[config.mk]
export PLATFORM = sky130hd
export DESIGN_NAME = dcache_write_buffer_flat
export DESIGN_NICKNAME = d
export VERILOG_FILES = /design/src/rtl/dcache_write_buffer_if.sv /design/src/rtl/dcache_write_buffer.sv /design/src/flat_wrapper.sv
export SDC_FILE = /design/constraint.sdc
export NUM_CORES = 1
export LEC_CHECK = 0
export ABC_CLOCK_PERIOD_IN_PS = 7800
export CAP_MARGIN = 20
export CORE_AREA = 5 5 152 154
export DETAILED_ROUTE_END_ITERATION = 10
export DIE_AREA = 0 0 157 159
export PLACE_DENSITY = 0.9
export SLEW_MARGIN = 20
export SYNTH_ARGS = -nofsm -noshare
export SYNTH_HDL_FRONTEND = slang
export SYNTH_SLANG_ARGS = --single-unit
[constraint.sdc]
create_clock -name CLK -period 7.8 [get_ports CLK]
set_input_delay 1.56 -clock CLK [delete_from_list [all_inputs] [get_ports CLK]]
set_output_delay 1.56 -clock CLK [all_outputs]
set_load 0.01 [all_outputs]
[src/rtl/dcache_write_buffer_if.sv]
// Block-level memory port shared by the cache side and the data-memory side of the write buffer.
// master drives requests; slave returns data and stall.
interface dcache_write_buffer_if;
  logic        read;
  logic        write;
  logic [5:0]  address;
  logic [31:0] writedata;
  logic [31:0] readdata;
  logic        busywait;

  modport master (output read, write, address, writedata, input  readdata, busywait);
  modport slave  (input  read, write, address, writedata, output readdata, busywait);
endinterface

[src/rtl/dcache_write_buffer.sv]
// Posted write buffer between the data cache and data memory: FIFO drain, read forwarding/bypass.
// Optional in-place write coalescing when WBUF_COALESCE_EN is defined.
module dcache_write_buffer #(
  parameter int unsigned DEPTH = 4,
  parameter int unsigned PTR_W = 2
) (
  input  logic                  CLK,
  input  logic                  RESET,
  dcache_write_buffer_if.slave  mem,
  dcache_write_buffer_if.master dmem,
  output logic                  wbuf_empty
);
`ifdef WBUF_COALESCE_EN
  localparam bit COALESCE = 1'b1;
`else
  localparam bit COALESCE = 1'b0;
`endif

  typedef enum logic [1:0] {IDLE, DRAIN, READ, RDONE} state_t;

  state_t           state, next_state;
  logic [5:0]       addr_q [DEPTH];
  logic [31:0]      data_q [DEPTH];
  logic [PTR_W-1:0] head, tail;
  logic [PTR_W:0]   count;
  logic [31:0]      rdata_q;
  logic             full, empty;
  logic             fwd_hit, coal_hit, read_hit;
  logic [PTR_W-1:0] fwd_idx, coal_idx;
  logic             coal_write, push, pop;
  logic             start_read, start_drain, read_done;

  assign full  = (count == (PTR_W+1)'(DEPTH));
  assign empty = (count == '0);

  // Walk oldest to youngest so the last match is the youngest copy.
  always_comb begin
    fwd_hit  = 1'b0;
    fwd_idx  = '0;
    coal_hit = 1'b0;
    coal_idx = '0;
    for (int unsigned k = 0; k < DEPTH; k++) begin
      if (((PTR_W+1)'(k) < count) && (addr_q[head + PTR_W'(k)] == mem.address)) begin
        fwd_hit = 1'b1;
        fwd_idx = head + PTR_W'(k);
        if (!(k == 0 && state == DRAIN)) begin
          coal_hit = 1'b1;
          coal_idx = head + PTR_W'(k);
        end
      end
    end
  end

  assign read_hit   = mem.read & fwd_hit;
  assign coal_write = COALESCE & mem.write & ~mem.read & coal_hit;
  assign push       = mem.write & ~mem.read & ~full & ~coal_write;
  assign pop        = (state == DRAIN) & ~dmem.busywait;
  assign wbuf_empty = empty & (state != DRAIN);

  always_comb begin
    mem.readdata = read_hit ? data_q[fwd_idx] : rdata_q;
    if (mem.read)
      mem.busywait = ~(read_hit | (state == RDONE));
    else
      mem.busywait = mem.write & full & ~coal_write;
  end

  always_ff @(posedge CLK or negedge RESET) begin
    if (!RESET) begin
      head  <= '0;
      tail  <= '0;
      count <= '0;
    end else begin
      if (push) tail <= tail + PTR_W'(1);
      if (pop)  head <= head + PTR_W'(1);
      if (push && !pop)
        count <= count + (PTR_W+1)'(1);
      else if (pop && !push)
        count <= count - (PTR_W+1)'(1);
    end
  end

  always_ff @(posedge CLK) begin
    if (push) begin
      addr_q[tail] <= mem.address;
      data_q[tail] <= mem.writedata;
    end
    if (coal_write) data_q[coal_idx] <= mem.writedata;
  end

  always_comb begin
    next_state  = state;
    start_read  = 1'b0;
    start_drain = 1'b0;
    read_done   = 1'b0;
    case (state)
      IDLE: begin
        if (mem.read && !fwd_hit) begin
          start_read = 1'b1;
          next_state = READ;
        end else if (!empty) begin
          start_drain = 1'b1;
          next_state  = DRAIN;
        end
      end
      DRAIN: if (!dmem.busywait) next_state = IDLE;
      READ: begin
        if (!dmem.busywait) begin
          read_done  = 1'b1;
          next_state = RDONE;
        end
      end
      RDONE:   next_state = IDLE;
      default: next_state = IDLE;
    endcase
  end

  always_ff @(posedge CLK or negedge RESET) begin
    if (!RESET) begin
      state          <= IDLE;
      dmem.read      <= 1'b0;
      dmem.write     <= 1'b0;
      dmem.address   <= '0;
      dmem.writedata <= '0;
      rdata_q        <= '0;
    end else begin
      state <= next_state;
      if (start_read) begin
        dmem.read    <= 1'b1;
        dmem.address <= mem.address;
      end
      if (start_drain) begin
        dmem.write   <= 1'b1;
        dmem.address <= addr_q[head];
        // A coalesce landing on the head in the launch cycle must reach memory, not the stale copy.
        dmem.writedata <= (coal_write && coal_idx == head) ? mem.writedata : data_q[head];
      end
      if (pop) dmem.write <= 1'b0;
      if (read_done) begin
        dmem.read <= 1'b0;
        rdata_q   <= dmem.readdata;
      end
    end
  end
endmodule
[src/flat_wrapper.sv]
// flat-port wrapper written by rule: the top's interface ports become plain ports
module dcache_write_buffer_flat 
#(
  parameter int unsigned DEPTH = 4,
  parameter int unsigned PTR_W = 2
)
  (CLK, RESET, wbuf_empty, mem_read, mem_write, mem_address, mem_writedata, mem_readdata, mem_busywait, dmem_read, dmem_write, dmem_address, dmem_writedata, dmem_readdata, dmem_busywait);
  dcache_write_buffer_if mem_i ();
  dcache_write_buffer_if dmem_i ();
  input  logic CLK;
  input  logic RESET;
  output logic wbuf_empty;
  input wire logic [$bits(mem_i.read)-1:0] mem_read;
  input wire logic [$bits(mem_i.write)-1:0] mem_write;
  input wire logic [$bits(mem_i.address)-1:0] mem_address;
  input wire logic [$bits(mem_i.writedata)-1:0] mem_writedata;
  output wire logic [$bits(mem_i.readdata)-1:0] mem_readdata;
  output wire logic [$bits(mem_i.busywait)-1:0] mem_busywait;
  output wire logic [$bits(dmem_i.read)-1:0] dmem_read;
  output wire logic [$bits(dmem_i.write)-1:0] dmem_write;
  output wire logic [$bits(dmem_i.address)-1:0] dmem_address;
  output wire logic [$bits(dmem_i.writedata)-1:0] dmem_writedata;
  input wire logic [$bits(dmem_i.readdata)-1:0] dmem_readdata;
  input wire logic [$bits(dmem_i.busywait)-1:0] dmem_busywait;
  assign mem_i.read = mem_read;
  assign mem_i.write = mem_write;
  assign mem_i.address = mem_address;
  assign mem_i.writedata = mem_writedata;
  assign mem_readdata = mem_i.readdata;
  assign mem_busywait = mem_i.busywait;
  assign dmem_read = dmem_i.read;
  assign dmem_write = dmem_i.write;
  assign dmem_address = dmem_i.address;
  assign dmem_writedata = dmem_i.writedata;
  assign dmem_i.readdata = dmem_readdata;
  assign dmem_i.busywait = dmem_busywait;
  dcache_write_buffer #(.DEPTH(DEPTH), .PTR_W(PTR_W)) u_core (.CLK(CLK), .RESET(RESET), .mem(mem_i), .dmem(dmem_i), .wbuf_empty(wbuf_empty));
endmodule
==> impl_metrics.toml, run 1 <==
[final_layout]
final_area_um2 = 15400
syn2layout_area_growth_pct = 19.1
final_core_util_pct = 71.5
nets = 1125
drive_gt1_share_pct = 27.0
fin_cells = 1341

[setup_path]
r2r_slack_ns = 2.74
r2r-end = "u_core.dmem.address[3]$_DFFE_PN0P_"
critPathCapture = "mem_readdata[27]"
path_delay_family = "compound AO/OA/AOI/OAI gates"
r2r_start = "u_core.head[0]$_DFFE_PN0P_"
crit_fanout = 64
critPathSlowestCell = "dfrtp_4"
crit_arrival_ns = 5.79
cp-start-kind = "register"
critPathBufInv = 2
endpoint_kind = "primary output"
worstPathRequired_ns = 6.24
path_cells = "mux4_2, xnor2_1, nand2_1, or4_1, o21ai_4, buf_4, o221ai_1, a221o_1, a31oi_1, clkdlybuf4s50_1"
crit_type = "reg2out"
crit_path_start = "u_core.head[1]$_DFFE_PN0P_"
max_stage_delay_ns = 1.11
ff2ff_path_depth = 10
crit_cells = 10

[drt]
ant_nets = 0
drt-total-wl_mm = 33.5
first_pass_iters = 5
drtIter0Drc = 959
wl_per_cell_um = 25.0
dr_total_vias = 9520
avgViaCountPerCell = 7.10
drc_errors = 0

[global_route]
grt_overflow = 0
grt_pass1_wl_mm = 51.9
grt_util_all_layers_pct = 26.0
first_global_vias = 9485
grt_max_degree = 85
antenna_found_initial = 1

[sta]
rsz0062_at_grt = "false"
final.setup.tns_ns = 0
max_freq_ghz = 0.136
max-slew-margin-rel_pct = 24.8
hold_violations = 0
worst_slack_ns = 0.454
final_max_slew_viol_count = 0
fin_crit_sh_pct = 94.2
skew_ns = 0.0102
holdWs_ns = 0.478
period_needed_ns = 7.35
setup_violations = 0
tightest_slew_ns = 1.13

[power_and_ir_drop]
peakVddDrop_mv = 0.230
pwr_density_cell_nw_per_um2 = 371
power_mw = 5.72
power_leakage_nw = 5.27

[clock_tree]
cts_setup_buffers = 0
clockBufferDepth = 3
cts_sinks = 233
clk_pin_slew_ns = 0.06
cts_tree = "yes"
cts_buffers = 25
clock_latency_ns = 0.52
cts_hold_buf = 0
h-tree-depth = 1
clockRootBuffer = "clkbuf_16"
ctsResizeCount = 0

[synth]
netlist.area_leader.share_pct = 35.3
postSynthAreaPerCell_um2 = 13.8
synth_nets = 1019
yosys_warnings = 0
synth-seq-cells = 233
ys_async_sr_fraction_pct = 34.8
synth_enable_flop_cells = 152
netlist_instances = 936
yosysMostFrequentCell = "edfxtp_1"
synth_area_leader_cell = "edfxtp_1"
ys.flop_type = "edfxtp_1"
synthesis.area_um2 = 12900
synth.distinct_cells = 50
ys_top_cells_by_area = "edfxtp_1 (35%), dfrtp_1 (16%), mux4_2 (8.9%)"
ys_seq_area_share_pct = 51.0
netlist_top_cells_count = "edfxtp_1 (152), mux2_2 (96), dfrtp_1 (81), nor2_1 (70), o221ai_1 (67)"

[floorplan]
start_util_pct = 60.0
die-width_um = 157
core_um2 = 21600
rows = 54
die_area_um2 = 25000
ios = 149
dieHeight_um = 159

[placed_design]
port_buffers = 148
gp_congestion = 0.863
placed_cells = 1294
dp_worst_setup_slack_ns = 0.571
placed_cell_area_um2 = 14600
dp_hpwl_mm = 20.5

[worst_hold_path]
hp-class = "reg2reg"

[flow_run]
drv_cap = 0

[outcome]
status = "finished clean"
how the worst min path moves through the flow:
stage                                       startpoint                                  to  slack (ns)  depth (start not counted)
global placement    u_core.dmem.address[2]$_DFFE_PN0P_  u_core.dmem.address[2]$_DFFE_PN0P_        0.46                          1
finish              u_core.dmem.address[0]$_DFFE_PN0P_  u_core.dmem.address[0]$_DFFE_PN0P_        0.48                          1
global route        u_core.dmem.address[0]$_DFFE_PN0P_  u_core.dmem.address[0]$_DFFE_PN0P_        0.51                          1
floorplan                u_core.rdata_q[0]$_DFFE_PN0P_       u_core.rdata_q[0]$_DFFE_PN0P_        0.48                          1
CTS                 u_core.dmem.address[0]$_DFFE_PN0P_  u_core.dmem.address[0]$_DFFE_PN0P_        0.48                          1
detailed placement  u_core.dmem.address[0]$_DFFE_PN0P_  u_core.dmem.address[0]$_DFFE_PN0P_        0.47                          1
cell families (layout without fill, tap and decap cells):
group	Yosys count	count (layout)	synth area share (%)
AO/OA/AOI/OAI	253	253	17.8
flip-flops	233	233	51.0
multiplexers	191	191	20.7
AND/OR/NAND/NOR	116	116	4.10
buffers and inverters	105	229	3.66
XOR/XNOR	30	30	2.03
adder cells (fa/ha/maj)	8	8	0.774
other	0	1	0
report_power, final:
group / internal (mW) / total, mW / switching (mW)
clock: 0.608 / 1.07 / 0.466
combinational: 1.44 / 2.70 / 1.25
sequential: 1.63 / 1.95 / 0.316
placed cells by master (no fill, tap or decap), types with 3 or more instances in the layout:
cell | netlist | final
dfrtp_1 | 81 | 79
mux4_2 | 51 | 51
xnor2_1 | 22 | 22
ha_1 | 8 | 8
nand3_1 | 4 | 4
nand4_1 | 4 | 4
clkbuf_16 | 0 | 25
or4_1 | 3 | 3
o22ai_1 | 32 | 32
o221ai_1 | 67 | 67
a21o_1 | 7 | 7
nor2_1 | 70 | 70
nand2_1 | 12 | 10
o221a_2 | 30 | 30
clkinv_2 | 0 | 8
a31oi_1 | 33 | 33
edfxtp_1 | 152 | 152
a22o_1 | 5 | 5
clkdlybuf4s50_1 | 0 | 147
a21oi_1 | 4 | 4
xor2_1 | 8 | 8
buf_4 | 6 | 20
o221ai_2 | 27 | 27
and2_4 | 0 | 3
clkbuf_1 | 66 | 8
buf_12 | 0 | 5
o21ai_0 | 7 | 7
inv_1 | 10 | 9
mux2_2 | 96 | 96
nor2b_1 | 6 | 5
a221o_1 | 33 | 33
mux2i_1 | 43 | 43
registers in the layout, indices dropped and copies added, names as in the netlist:
name and count:
u_core.dmem.write 1, u_core.state 2, u_core.tail 2, u_core.head 2, u_core.data_q 128, u_core.dmem.read 1
u_core.addr_q 24, u_core.dmem.address 6, u_core.count 3, u_core.dmem.writedata 32, u_core.rdata_q 32
cell type report:
type / instances / area, um^2
clock inverter: 10 / 51.3
sequential: 233 / 6600
antenna: 1 / 2.50
inverter: 10 / 37.5
clock buffer: 35 / 683
multi-input combinational: 598 / 5920
fill: 1394 / 6150
tap: 280 / 350
timing repair buffer: 174 / 1760
worst reg2reg max path: stages, from the launching register on:
cell and delay, ns:
dfrtp_4 0.82, buf_12 0.32, mux4_2 0.57, xnor2_1 0.24, nand4_1 0.21, or3_2 0.63
and4_1 0.32, nand2_1 0.17, and3_2 0.97, nor2_1 0.31, a221o_1 0.37
routing by layer:
layer / track usage [%] / vias to the layer above / wire length (um)
met2: 44.0 / 520 / 16800
met4: 9.94 / 0 / 1370
met5: 0 / - / 0
li1: - / 4098 / -
met3: 4.70 / 110 / 2900
met1: 33.5 / 4792 / 12500
Note: power is estimated with default switching activity, not from simulation.
==> run 2, diff against run 1 <==
CELL_PAD_IN_SITES_DETAIL_PLACEMENT = 1   (was default)
CELL_PAD_IN_SITES_GLOBAL_PLACEMENT = 1   (was default)
CORE_AREA = 5 5 157 159   (was 5 5 152 154)
DIE_AREA = 0 0 162 164   (was 0 0 157 159)
DONT_BUFFER_PORTS = 1   (was default)
PLACE_DENSITY = 0.89   (was 0.9)
==> run 2 against run 1 <==
Against the previous run:
- clock power grew 13%
- worst setup slack gained 0.43 ns
- sequential power grew 5%
- core utilization shrank 11 points
- first-iteration DRC count shrank 22%
- clock skew is essentially flat
- global-route usage grew 0.61 points
- via count shrank 7.0%
- combinational power shrank 21%
- flip-flop and latch count is the same
- sequential share of layout area grew 4.5 points
- wire length grew 6.8%
- largest power group unchanged
==> impl_metrics.toml, run 2 (same netlist as run 1, synthesis figures left out) <==
[final_layout]
reg_top3 = "u_core.data_q (128), u_core.dmem.writedata (32), u_core.rdata_q (32)"
top_register = "u_core.data_q"
nFillCells = 2164
syn2layout_area_growth_pct = 7.81
final_cell_mix = "edfxtp_1 (152), mux2_2 (96), dfrtp_1 (79)"
nets = 971
largest_reg_flops = 128
final_core_util_pct = 60.3
final_common_cell = "edfxtp_1"
final_area_um2 = 13900
drive_gt1_share_pct = 30.6

[global_route]
globalRouteMet1Util_pct = 33.5
grt_util_all_layers_pct = 26.6
antenna_found_initial = 1
grt_pass1_wl_mm = 55.8
first_global_vias = 9597
busiest_layer = "met2"
grt_max_degree = 85
grtUsageMet3_pct = 6.25
grt_overflow = 0
grt_util_met2_pct = 46.3

[drt]
drt-total-wl_mm = 35.8
drtIter0Drc = 749
dr_total_vias = 8856
first_pass_iters = 4
drc_errors = 0
ant_nets = 0
avgViaCountPerCell = 7.39
wl_per_cell_um = 29.8

[setup_path]
crit_arrival_ns = 5.35
worstPathRequired_ns = 6.24
crit_path_start = "u_core.head[0]$_DFFE_PN0P_"
crit_fanout = 63
cp-start-kind = "register"
crit_type = "reg2out"
endpoint_kind = "primary output"
r2r_start = "u_core.head[0]$_DFFE_PN0P_"

[sta]
worst_slack_ns = 0.888
setup_violations = 0
final.setup.tns_ns = 0
fin_crit_sh_pct = 88.6
period_needed_ns = 6.91
tightest_slew_ns = 1.06
rsz0062_at_grt = "false"
final_max_slew_viol_count = 0
max_freq_ghz = 0.145
hold_violations = 0
max-slew-margin-rel_pct = 29.6
skew_ns = 0.0100

[power_and_ir_drop]
pwr_density_cell_nw_per_um2 = 387
power_leakage_nw = 4.68
peakVddDrop_mv = 0.228
power_mw = 5.40

[placed_design]
gp_congestion = 0.781
port_buffers = 0
placed_cell_area_um2 = 13100
dp_worst_setup_slack_ns = 1.35
dp_hpwl_mm = 21.7

[floorplan]
dieHeight_um = 164
start_util_pct = 55.9
rows = 56
core_um2 = 23100
die_area_um2 = 26600
die-width_um = 162
ios = 149

[clock_tree]
cts_sinks = 233
cts_hold_buf = 0
cts_tree = "yes"
clockBufferDepth = 3
cts_buffers = 26
h-tree-depth = 1
clk_pin_slew_ns = 0.06
cts_setup_buffers = 0
ctsResizeCount = 0
clockRootBuffer = "clkbuf_16"
clock_latency_ns = 0.53

[flow_run]
drv_cap = 0

[worst_hold_path]
hp-start = "u_core.rdata_q[17]$_DFFE_PN0P_"
hp-class = "reg2reg"

[outcome]
status = "finished clean"
[run 2: path summary, 6_finish.rpt]
path,depth (start not counted),endpoint,slack (ns)
max in group asynchronous,0,u_core.dmem.writedata[3]$_DFFE_PN0N_,6.94
setup / recovery,10,mem_readdata[29],0.89
hold reg to reg,1,u_core.rdata_q[17]$_DFFE_PN0P_,0.51
hold / removal,1,u_core.rdata_q[17]$_DFFE_PN0P_,0.51
setup reg to reg,10,u_core.dmem.writedata[14]$_DFFE_PN0N_,2.63
min in group asynchronous,0,u_core.dmem.address[0]$_DFFE_PN0P_,0.72
[run 2: routing by layer]
metal,wire length [um],vias up,share of wire [%]
met5,0,-,0
met4,966,0,2.7
met3,2640,73,7.4
met2,18400,331,51
met1,13800,4664,38
li1,-,3788,-
[run 2: metrics by stage]
stage / std cells / hold WS [ns]
final: 1199 / 0.507
after global routing: 1199 / 0.527
after CTS: 1198 / 0.513
after detailed placement: 1150 / 0.499
after global placement: 1150 / 0.491
after floorplan: 936 / 0.481
[run 2: area by class of cell]
class / count / area, um^2 / area share (%)
tap: 290 / 363 / 2.60
sequential: 233 / 6600 / 47.3
timing repair buffer: 19 / 180 / 1.29
inverter: 10 / 37.5 / 0.269
multi-input combinational: 598 / 5920 / 42.4
clock buffer: 40 / 776 / 5.57
clock inverter: 8 / 66.3 / 0.476
antenna: 1 / 2.50 / 0.0180
[run 2: critical path: stages (launching register included)]
cell and delay, ns:
dfrtp_4 0.78, inv_2 0.82, o21ai_0 0.22, o22a_1 0.29
or3_2 0.48, buf_4 0.35, nand2_2 0.55, buf_12 0.31
o221ai_1 0.17, a221o_1 0.36, a31oi_1 0.40
[run 2: power breakdown]
group | internal, mW | switching [mW] | total, mW
clock | 0.715 | 0.492 | 1.21
sequential | 1.63 | 0.416 | 2.05
combinational | 1.04 | 1.10 | 2.14
